==> src/rtl/cached_mem_stage.sv <==
// Pipeline MEM stage with a direct-mapped, write-through, no-write-allocate cache
// in front of a handshake backing memory; also resolves branch pcSrc.
module cached_mem_stage #(
  parameter  int DATA_W = 32,
  parameter  int LINES  = 16,
  localparam int IDX_W  = $clog2(LINES)
) (
  input  logic              clk,
  input  logic              rst,
  input  logic              zero,
  input  logic              branch,
  input  logic              MemRead,
  input  logic              MemWrite,
  input  logic [DATA_W-1:0] aluRslt,
  input  logic [DATA_W-1:0] datafrmreg,
  output logic              hit,
  output logic              pcSrc,
  output logic              stall,
  output logic [DATA_W-1:0] readdata,
  output logic [DATA_W-1:0] aluRsltt,
  output logic              mem_req,
  output logic              mem_we,
  output logic [DATA_W-1:0] mem_addr,
  output logic [DATA_W-1:0] mem_wdata,
  input  logic [DATA_W-1:0] mem_rdata,
  input  logic              mem_ack
);

  localparam int TAG_W = DATA_W - IDX_W - 2;

  localparam logic [1:0] IDLE  = 2'd0;
  localparam logic [1:0] FILL  = 2'd1;
  localparam logic [1:0] WRITE = 2'd2;
  localparam logic [1:0] DONE  = 2'd3;

  logic [1:0]        state_q, state_d;
  logic [LINES-1:0]  valid_q;
  logic [DATA_W-1:0] lineData_q [LINES];
  logic [TAG_W-1:0]  lineTag_q  [LINES];

  logic              memReq_q, memWe_q;
  logic [DATA_W-1:0] memAddr_q, memWdata_q;

  logic [IDX_W-1:0]  idx;
  logic [TAG_W-1:0]  tag;
  logic              lineHit;
  logic              lookupState;
  logic              fillDone;
  logic              writeDone;

  assign idx         = aluRslt[IDX_W+1:2];
  assign tag         = aluRslt[DATA_W-1:IDX_W+2];
  assign lineHit     = valid_q[idx] && (lineTag_q[idx] == tag);
  assign lookupState = (state_q == IDLE) || (state_q == DONE);
  assign fillDone    = (state_q == FILL) && mem_ack;
  assign writeDone   = (state_q == WRITE) && mem_ack;

  assign pcSrc     = branch & zero;
  assign aluRsltt  = aluRslt;
  assign mem_req   = memReq_q;
  assign mem_we    = memWe_q;
  assign mem_addr  = memAddr_q;
  assign mem_wdata = memWdata_q;

  // A simultaneous read and write is handled as a write.
  always_comb begin
    state_d = state_q;
    case (state_q)
      IDLE: begin
        if (MemWrite)                state_d = WRITE;
        else if (MemRead && !lineHit) state_d = FILL;
      end
      FILL:    if (mem_ack) state_d = DONE;
      WRITE:   if (mem_ack) state_d = DONE;
      default: state_d = IDLE;
    endcase
  end

  always_comb begin
    hit      = lookupState && lineHit && (MemRead || MemWrite);
    stall    = 1'b0;
    readdata = '0;
    case (state_q)
      IDLE:        stall = MemWrite || (MemRead && !lineHit);
      FILL, WRITE: stall = 1'b1;
      default:     stall = 1'b0;
    endcase
    if (lookupState && MemRead && !MemWrite && lineHit)
      readdata = lineData_q[idx];
  end

  always_ff @(posedge clk) begin
    if (rst) begin
      state_q    <= IDLE;
      valid_q    <= '0;
      memReq_q   <= 1'b0;
      memWe_q    <= 1'b0;
      memAddr_q  <= '0;
      memWdata_q <= '0;
    end else begin
      state_q <= state_d;
      if (fillDone)
        valid_q[idx] <= 1'b1;
      // Request registers launch on the IDLE exit edge so they are live from the first FILL/WRITE cycle.
      if (state_q == IDLE && state_d == FILL) begin
        memReq_q   <= 1'b1;
        memWe_q    <= 1'b0;
        memAddr_q  <= {aluRslt[DATA_W-1:2], 2'b00};
        memWdata_q <= '0;
      end else if (state_q == IDLE && state_d == WRITE) begin
        memReq_q   <= 1'b1;
        memWe_q    <= 1'b1;
        memAddr_q  <= {aluRslt[DATA_W-1:2], 2'b00};
        memWdata_q <= datafrmreg;
      end else if (fillDone || writeDone) begin
        memReq_q <= 1'b0;
        memWe_q  <= 1'b0;
      end
    end
  end

  // Line storage carries no reset; the valid bits alone qualify it.
  always_ff @(posedge clk) begin
    if (!rst) begin
      if (fillDone) begin
        lineData_q[idx] <= mem_rdata;
        lineTag_q[idx]  <= tag;
      end else if (writeDone && lineHit) begin
        lineData_q[idx] <= datafrmreg;
      end
    end
  end

endmodule
==> config.mk <==
export PLATFORM = sky130hd
export DESIGN_NAME = cached_mem_stage
export DESIGN_NICKNAME = d
export VERILOG_FILES = /design/src/rtl/cached_mem_stage.sv
export SDC_FILE = /design/constraint.sdc
export NUM_CORES = 1
export LEC_CHECK = 0
export CORE_ASPECT_RATIO = 0.9
export CORE_MARGIN = 2
export CORE_UTILIZATION = 50
export CTS_CLUSTER_SIZE = 25
export DETAILED_ROUTE_END_ITERATION = 10
export HOLD_SLACK_MARGIN = 0.06
export PLACE_DENSITY_LB_ADDON = 0.12
export SYNTH_ARGS = -nofsm -noshare
export SYNTH_HDL_FRONTEND = slang
export SYNTH_SLANG_ARGS = --single-unit
==> constraint.sdc <==
create_clock -name clk -period 16.5 [get_ports clk]
set_input_delay 2.475 -clock clk [delete_from_list [all_inputs] [get_ports clk]]
set_output_delay 2.475 -clock clk [all_outputs]
set_load 0.005 [all_outputs]
Word level (Yosys, flattened, before mapping)
Memories as Yosys holds them, arrays and structs flattened.
Cells that the tools add are included.
{"block": "totals", "reg_bits": 82, "mem_bits_rw": 928, "in_bits": 103, "output_inout_bits": 133, "wordCells": 67, "n_memories": 2}
{"block": "classes", "order_cmp": 2, "n_eq_ne": 6, "mux": 23, "bitwise": 3, "n_reduce_logical": 25}
{"memory": "lineData_q", "words": 16, "word_bits": 32, "read_ports": 1, "rd_ports_with_merged_regs": 0, "wr": 1, "line": "38", "rtl": "logic [DATA_W-1:0] lineData_q [LINES];"}
{"memory": "lineTag_q", "words": 16, "word_bits": 26, "read_ports": 1, "rd_ports_with_merged_regs": 0, "wr": 1, "line": "39", "rtl": "logic [TAG_W-1:0] lineTag_q [LINES];"}
{"op": "32-bit 2-to-1 mux", "count": 4}
{"op": "26-bit equality test", "count": 1}
{"op": "16-bit bitwise OR", "count": 1}
{"op": "1-bit logical AND", "count": 13}
{"op": "1-bit 2-to-1 mux", "count": 12}
{"op": "2-bit equality test, second input constant", "count": 3}
{"op": "2-bit 2-to-1 mux", "count": 3}
{"op": "4-bit by 5-bit less-than comparator with 1-bit output, second input constant", "count": 1}
{"op": "1-bit binary-select mux with 4-bit select", "count": 1}
{"op": "1-bit demux with 4-bit select", "count": 1}
{"op": "2-bit by 1-bit equality test with 1-bit output, second input constant", "count": 2}
{"op": "4-bit by 1-bit greater-or-equal comparator with 1-bit output, second input constant", "count": 1}
{"op": "1-bit logical OR", "count": 4}
{"op": "2-bit case mux with 2 select lines", "count": 1}
{"op": "2-bit nonzero test", "count": 2}
{"op": "2-bit OR reduction", "count": 2}
{"op": "3-bit nonzero test", "count": 1}
{"op": "1-bit zero test", "count": 2}
{"op": "2-bit zero test", "count": 1}
{"op": "1-bit case mux with 2 select lines", "count": 1}
{"op": "1-bit AND", "count": 1}
{"op": "1-bit bitwise OR", "count": 1}

Depth between registers and ports, before layout
{"block": "depth", "word_depth": 12, "ltp_mapped": 17, "mapped_depth_nobuf": 12}

Worst setup path before layout
No wires, ideal clock.
{"block": "synth_path", "path_kind": "input -> output", "startpoint": "input port aluRslt[2]", "endpoint": "output port readdata[0]", "arrival_ps": 5169, "required_ps": 14025, "setup_slack_ps": 8856, "stages": 9, "n_path_buf": 6, "path_cell_list": "clkbuf_4 -> buf_4 -> buf_4 -> buf_2 -> clkbuf_1 -> buf_1 -> mux4_2 -> mux4_2 -> nor2b_1"}
{"block": "synth_via", "elab_chain_len": 5, "elab_cells_between_ends": 8, "classes_between": "eq/ne: 1; mux: 3; reduce/logical: 2; memory: 2"}
{"element": "start: declaration", "line": "14", "rtl": "input logic [DATA_W-1:0] aluRslt,"}
{"element": "memory 16 x 26 bit / 1-bit binary-select mux with 4-bit select (equally long branches)"}
{"element": "26-bit equality test / 1-bit 2-to-1 mux (equally long branches)", "line": "53", "rtl": "assign lineHit = valid_q[idx] && (lineTag_q[idx] == tag);"}
{"element": "1-bit logical AND", "line": "53"}
{"element": "1-bit logical AND", "line": "88", "rtl": "if (lookupState && MemRead && !MemWrite && lineHit)"}
{"element": "32-bit 2-to-1 mux (*)", "line": "88"}
{"element": "end: declaration", "line": "19", "rtl": "output logic [DATA_W-1:0] readdata,"}
Mark *: on every way between the ends. The rest lies on a longest branch, timed or not. The select of a mux whose other input is x is not followed.

Worst setup path in the final report
{"block": "layout_path", "startpoint": "input port aluRslt[2]", "endpoint": "output port readdata[29]"}
The elaborated chain is that of the path after synthesis.

==> metrics.txt <==
outcome=completed; CTS HTree Levels=3; met3 routed WL=8930 um; CTS tree=built; Flop pwr share=0.491; share of layout cells above drive strength 1=0.238; share of flip-flops with an asynchronous set or reset after synthesis=0; crit-path most repeated cell=o21ai_0; Max Slew Vio Count=0; first-pass GRT wire length=145000 um; Chip Width=304 um; Core ar.=79800 um^2; DRT iter0 DRCs=2334; Internal=4.50 mW; placed cell count=3261; Clock power frac=0.392; setup TNS=0 ns; Top Layer Used=met4; sequential-to-total area share from yosys stat=0.730; drt total wl=99700 um; sw frac=0.235; Final Util=0.591; synthesis-stage register bit count=1010; Worst path slowest cell=or3b_2; met2 routed WL=46000 um; worst vdd ir=0.000116 V; Hold Crit Depth=1; area grow syn2layout=16.6%; commonest non-fill, non-tap cell in the layout=edfxtp_1; I/O pins=236; most frequent cells in the layout=edfxtp_1 (928), clkdlybuf4s50_1 (225), mux4_2 (218); worst hold path class=reg -> reg; Setup crit end kind=output pin; worst slew pin tran=1.26 ns; Hold Buf Count CTS=0; Critical Path RT=14.03 ns; switching pwr=1.38 mW; count of final setup violators=0; number of global-route vias before repair=21600; Arr. time, crit path=8.19 ns; Max-Cap Viols=0; distinct cell type count after synthesis=73; worst reg-to-reg path cell count=13; Worst setup SP type=primary input; Mean Syn Cell Area=19.6 um^2; clock latency on the worst-skew pair=0.66 ns; Buffers on Ports=229; Final Cycle Share=0.646; Clock Pin Slew Worst Setup and Hold Paths=0.06 ns; DR pass1 iterations=6; TritonCTS Buffers=100; dominant synthesized flop cell=edfxtp_1; pwr/cell area=125 nW/um^2; instance count on the critical path=14; crit path kind=in -> out; GP Congestion=0.890; critical path's top delay family=simple AND/OR/NAND/NOR gates; initial antenna violation count=3; Leak Pwr=15.3 nW; Vias/cell=6.11; Worst slew margin=0.155; die area=83200 um^2; drt drc=0; netlist area before placement=40400 um^2; Fin. Hold Viols=0; multi-input logic area=10200 um^2; synth warn=0; Initial Util=0.507; Buffers & Inverters on Critical Path=3; Layout Cell Area excl Fill=47200 um^2; Vias=21100; worst-path cell chain=buf_8 -> buf_12 -> mux4_1 -> mux2i_1 -> a211oi_1 -> o21ai_0 -> o21ai_0 -> o2111ai_1 -> nand4b_1 -> nor2_1 -> nand2_1 -> or3b_2 -> nor2b_1 -> clkdlybuf4s50_1; Mapped Cells=2065; met1 wire length=42200 um; RSZ-0062 raised after global routing=no; post-place instance area=43900 um^2; register area=29500 um^2; Longest Clk Path Bufs=3; Post-CTS Setup Inserts=0; Gates resized, CTS repair=0; Clock Skew=0.0210 ns; dpl hpwl=55300 um; gr ovfl total=0; Nets=2420; Post-synth EDFFs=928; fillers=5751; Tot GR Track Use=0.241; crit-path max FO=110; ANT nets after route=0; row cnt=98; fin cells=3451; Fmax=93.8 MHz; clk sinks=1010; CP peak stage delay=0.88 ns; DR WL/cell=28.9 um; combinational share of power=0.117; Final min period=10.67 ns; Die H=274 um; clock root buffer master=clkbuf_16; pin count of the biggest net entering global routing=111
kinds of logic (layout without fill, tap and decap cells):
group,count (synthesis),in the layout,synth area share
muxes,415,415,0.174
AOI/OAI and AO/OA,191,191,0.0310
and+or+nand+nor,253,253,0.0325
buffers and inverters,165,499,0.0253
xor gates and xnor gates,26,26,0.00582
adders and majority gates,4,4,0.00124
other,1,3,0.0000927
DFF,1010,1010,0.730
flip-flops by register name, indices dropped and copies added (netlist names):
name,count
lineTag_q,416
mem_addr,30
mem_req,1
state_q,2
mem_wdata,32
valid_q,16
mem_we,1
lineData_q,512
stage by stage:
step / power, mW / worst slack, ns / hold WS [ns]
CTS: 5.92 / 5.94 / 0.451
detailed placement: 3.63 / 5.98 / 0.437
floorplan: 3.33 / 8.86 / 0.418
global route: 6.08 / 5.46 / 0.464
finish: 5.88 / 5.83 / 0.447
global placement: 3.62 / 6.00 / 0.426
power groups by stage:
stage	Clock (mW)	Sequential, mW	Combinational (mW)
floorplan	0	2.94	0.388
global placement	0	2.94	0.676
detailed placement	0	2.94	0.689
CTS	2.34	2.89	0.692
global route	2.44	2.89	0.738
finish	2.31	2.89	0.691
per-layer routing:
layer  vias up  global-route usage
met3       164              0.0566
met1     11000               0.344
met5         -                   0
li1       8882                   -
met2       975               0.375
met4         0              0.0662
cell type report:
cell class	count	area share
clock inverter	61	0.0149
timing repair buffer	295	0.0595
antenna	1	0.0000530
multi-input combinational	891	0.216
clock buffer	128	0.0555
sequential	1010	0.625
inverter	15	0.00119
tap	1050	0.0278
Yosys cell counts, types with 42 or more instances:
cell type,number,area share
edfxtp_1,928,0.69
mux4_2,218,0.12
mux2i_1,131,0.032
dfxtp_1,82,0.041
mux2_2,58,0.016
clkbuf_1,54,0.0050
o21ai_0,49,0.0061
nor2_1,48,0.0045
buf_4,44,0.0082
nand2_1,44,0.0041
nand3_1,42,0.0052
nor2b_1,42,0.0065
final timing paths:
| check | from | slack, ns | endpoint |
|---|---|---|---|
| setup / recovery | aluRslt[2] | 5.83 | readdata[29] |
| hold / removal | valid_q[9] | 0.45 | valid_q[9] |
| setup reg to reg | lineTag_q[14][10] | 10.88 | lineData_q[2][3] |
| hold reg to reg | valid_q[9] | 0.45 | valid_q[9] |
(Power assumes the default switching activity.)
==> patch 1, RTL diff (config.mk and constraints unchanged) <==
`LINES`: 16 -> 32.
--- a/src/rtl/cached_mem_stage.sv
+++ b/src/rtl/cached_mem_stage.sv
@@ -3,5 +3,5 @@
 module cached_mem_stage #(
   parameter  int DATA_W = 32,
-  parameter  int LINES  = 16,
+  parameter  int LINES  = 32,
   localparam int IDX_W  = $clog2(LINES)
 ) (
Function: not settled (the Yosys comparison gave no result); the edit may change what the design does.
==> patch 1 against the original RTL <==
  * Global-route usage is 3.5 points higher
  * Via count is 87% higher
  * Combinational power is 51% higher
  * Sequential cell count is 912 higher
  * Final area is 80% higher
  * Total power is 80% higher
  * First-iteration DRC count is 120% higher
  * Worst setup slack worse by 1.3 ns
  * Synthesized area is 83% higher
  * Routed wire length is 110% higher
  * Critical path type unchanged
  * Critical endpoint is now readdata[30]
  * Highest routed layer unchanged
==> patch 1: results <==
group,metric,value,unit
run_status,status,"finished, final reports clean",
routing,routedWlPerCell,33.8,microns
synth,yosys-top-cells-count,"edfxtp_1, mux2i_1, o22ai_1",
power_and_ir_drop,vdd_drop_max,149,uV
synth,synth_edf_count,1824,
routing,via_per_inst,6.37,
cells_and_area,layout-drive-gt1-share,18.1,%
cells_and_area,area_growth,14.7,%
grt,grt_pass1_wl,293,mm
cells_and_area,nMultiInputCombCells,1576,
grt,grtUsageTotal,27.6,%
cts,htree_levels,4,
grt,antenna_found_initial,4,
worst_setup_path,r2r-start,"lineTag_q[15][1]$_DFFE_PP_",
cells_and_area,clockBufferCount,240,
cells_and_area,finalNetCount,4166,
worst_setup_path,cp_max_fo,126,
hold_path,holdCritStartpoint,"valid_q[10]$_SDFFE_PP0P_",
synth,synthTopCellsByArea,"edfxtp_1, mux4_2, mux2i_1",
cts,clock_latency,0.82,ns
synth,ys_seq_area_share,76.7,%
power_and_ir_drop,p_leak,27.8,nW
synth,synth_compound_area_share,4.06,%
synth,syn_area_per_cell,19.7,sq um
grt,grt_pass1_vias,38250,
routing,wl_met2,99.9,mm
cells_and_area,multi_input_area_share,19.3,%
worst_setup_path,ff2ff_path_depth,12,
routing,wirelength,209,mm
cells_and_area,buffer_area_share,4.01,%
==> patch 1: changes by cell type in the layout (fill, tap and decap cells not counted), sizes merged, moves of 32 or more <==
cell / change
a21o: +32
and2: +33
buf: +73
clkbuf: +112
clkinv: +50
edfxtp: +896
mux2i: +300
mux4: +40
nor2b: -38
nor4: +85
o22ai: +312
==> patch 1: path summary, 6_finish.rpt <==
| kind | endpoint | slack, ns |
|---|---|---|
| setup / recovery | readdata[30] | 4.50 |
| hold / removal | valid_q[10]$_SDFFE_PP0P_ | 0.45 |
| setup reg to reg | lineData_q[26][27]$_DFFE_PP_ | 10.52 |
| hold reg to reg | valid_q[10]$_SDFFE_PP0P_ | 0.45 |
==> patch 1: power groups by stage <==
stage               sequential [mW]  clock, mW  combinational [mW]
floorplan                      5.56          0               0.551
global placement               5.56          0                1.02
detailed placement             5.56          0                1.04
CTS                            5.46       4.13                1.04
global route                   5.46       4.32                1.09
finish                         5.46       4.08                1.04
==> patch 2, RTL diff (same settings) <==
Without the edit above. Make the reset (`rst`) asynchronous in one clocked block.
--- a/src/rtl/cached_mem_stage.sv
+++ b/src/rtl/cached_mem_stage.sv
@@ -90,5 +90,5 @@
   end
 
-  always_ff @(posedge clk) begin
+  always_ff @(posedge clk or posedge rst) begin
     if (rst) begin
       state_q    <= IDLE;
Function: changed (Yosys sat finds a counterexample within 4 cycles, from zero or initial values and one cycle with rst high; the reset may be asserted at any time).
==> patch 2 against the original RTL <==
  * Sequential cell count is the same
  * Die area shrank 0.38%
  * Final area grew 0.43%
  * Critical endpoint is now readdata[31]
  * Total power grew 3.8%
  * Clock skew grew 0.0024 ns
  * Synthesized area shrank 0.38%
  * Worst setup slack lost 0.055 ns
  * Highest routed layer is now met5
  * Routed wire length shrank 3.4%
==> patch 2: results <==
group,metric,value,unit
routing,routedWlPerCell,29.1,microns
cells_and_area,layout-drive-gt1-share,25.5,%
cells_and_area,diodes,0,
routing,dr.pass1.iters,5,
worst_setup_path,timing.rr.end,"lineData_q[11][13]$_DFFE_PP_",
worst_setup_path,slowest_stage,"buf_4",
grt,grt_pass1_vias,20631,
power_and_ir_drop,p_leak,15.6,nW
synth,ys_seq_area_share,74.2,%
sta,hold_ws,0.461,ns
worst_setup_path,cp_max_fo,64,
worst_setup_path,worstPathArrival,8.25,ns
grt,grt_pass1_wl,140,mm
worst_setup_path,reg2reg_slack,11.79,ns
worst_setup_path,critPathLaunch,"aluRslt[5]",
hold_path,whs_endpoint,"valid_q[3]$_DFFE_PP0P_",
worst_setup_path,ff2ff_path_depth,10,
routing,via_per_inst,6.07,
cells_and_area,finalNetCount,2286,
sta,relSlewSlack,18.5,%
synth,synthTopCellsByArea,"edfxtp_1, mux4_2, dfrtp_1",
grt,antenna_found_initial,2,
placement,pre_cts_ws,5.81,ns
routing,wirelength,96.3,mm
placement,place_congestion,0.844,
sta,clock_skew,0.0234,ns
synth,ys_types,67,
synth,async_reset_ff_share,8.12,%
synth,yosys-top-cells-count,"edfxtp_1, mux4_2, mux2i_1",
sta,timing.final.crit_share,65.0,%
grt,grt_max_degree,125,
routing,drt_iter0_markers,1939,
placement,placedCellCount,3127,
worst_setup_path,crit_family,"buffers and inverters",
placement,hpwl,51.9,mm
worst_setup_path,crit_path_max_incr_delay,0.77,ns
run_status,status,"finished, final reports clean",
hold_path,holdCritStartpoint,"valid_q[3]$_DFFE_PP0P_",
power_and_ir_drop,vdd_drop_max,110,uV
worst_setup_path,r2r-start,"lineTag_q[5][10]$_DFFE_PP_",
cts,cts-root-buf,"clkbuf_16",
[patch 2: changes by cell type in the layout (fill, tap and decap cells not counted), sizes merged, moves of 12 or more]
cell / unedited run / this run
o21bai: 0 / 12
nand2: 44 / 25
a21oi: 41 / 13
dfrtp: 0 / 82
o21ai: 50 / 15
mux2: 60 / 79
a21o: 17 / 5
a22o: 2 / 39
a211oi: 4 / 19
nor2: 78 / 34
nand3: 42 / 5
dfxtp: 82 / 0
mux2i: 131 / 91
[patch 2: layout make-up]
type	count	area, sq um
Clock buffer	137	2790
Fill cell	5670	32200
Inverter	14	55.1
Timing Repair Buffer	291	2780
Tap cell	1050	1310
Multi-Input combinational cell	762	9850
Clock inverter	50	671
Sequential cell	1010	29900
[patch 2: power by group]
| part | internal (mW) | switching, mW |
|---|---|---|
| Sequential | 2.90 | 0.0581 |
| Clock | 1.41 | 0.961 |
| Combinational | 0.412 | 0.364 |
[patch 2: logic make-up (layout without fill, tap and decap cells)]
logic type / Yosys count / in the layout / share of synthesized area [%]
flip-flops: 1010 / 1010 / 74.2
other: 1 / 2 / 0.00931
adder cells (fa/ha/maj): 4 / 4 / 0.124
AND/OR/NAND/NOR: 156 / 156 / 2.10
multiplexers: 398 / 398 / 17.5
AO/OA/AOI/OAI: 175 / 175 / 3.34
buffers and inverters: 150 / 492 / 2.13
XOR/XNOR: 27 / 27 / 0.587
[patch 2: per-layer routing]
| metal | part of all wire [%] | GRT usage (%) | up-vias |
|---|---|---|---|
| met1 | 43 | 35.0 | 10811 |
| met5 | 0.026 | 0 | - |
| li1 | - | - | 8428 |
| met2 | 47 | 36.4 | 725 |
| met4 | 1.8 | 5.30 | 4 |
| met3 | 8.0 | 5.12 | 134 |
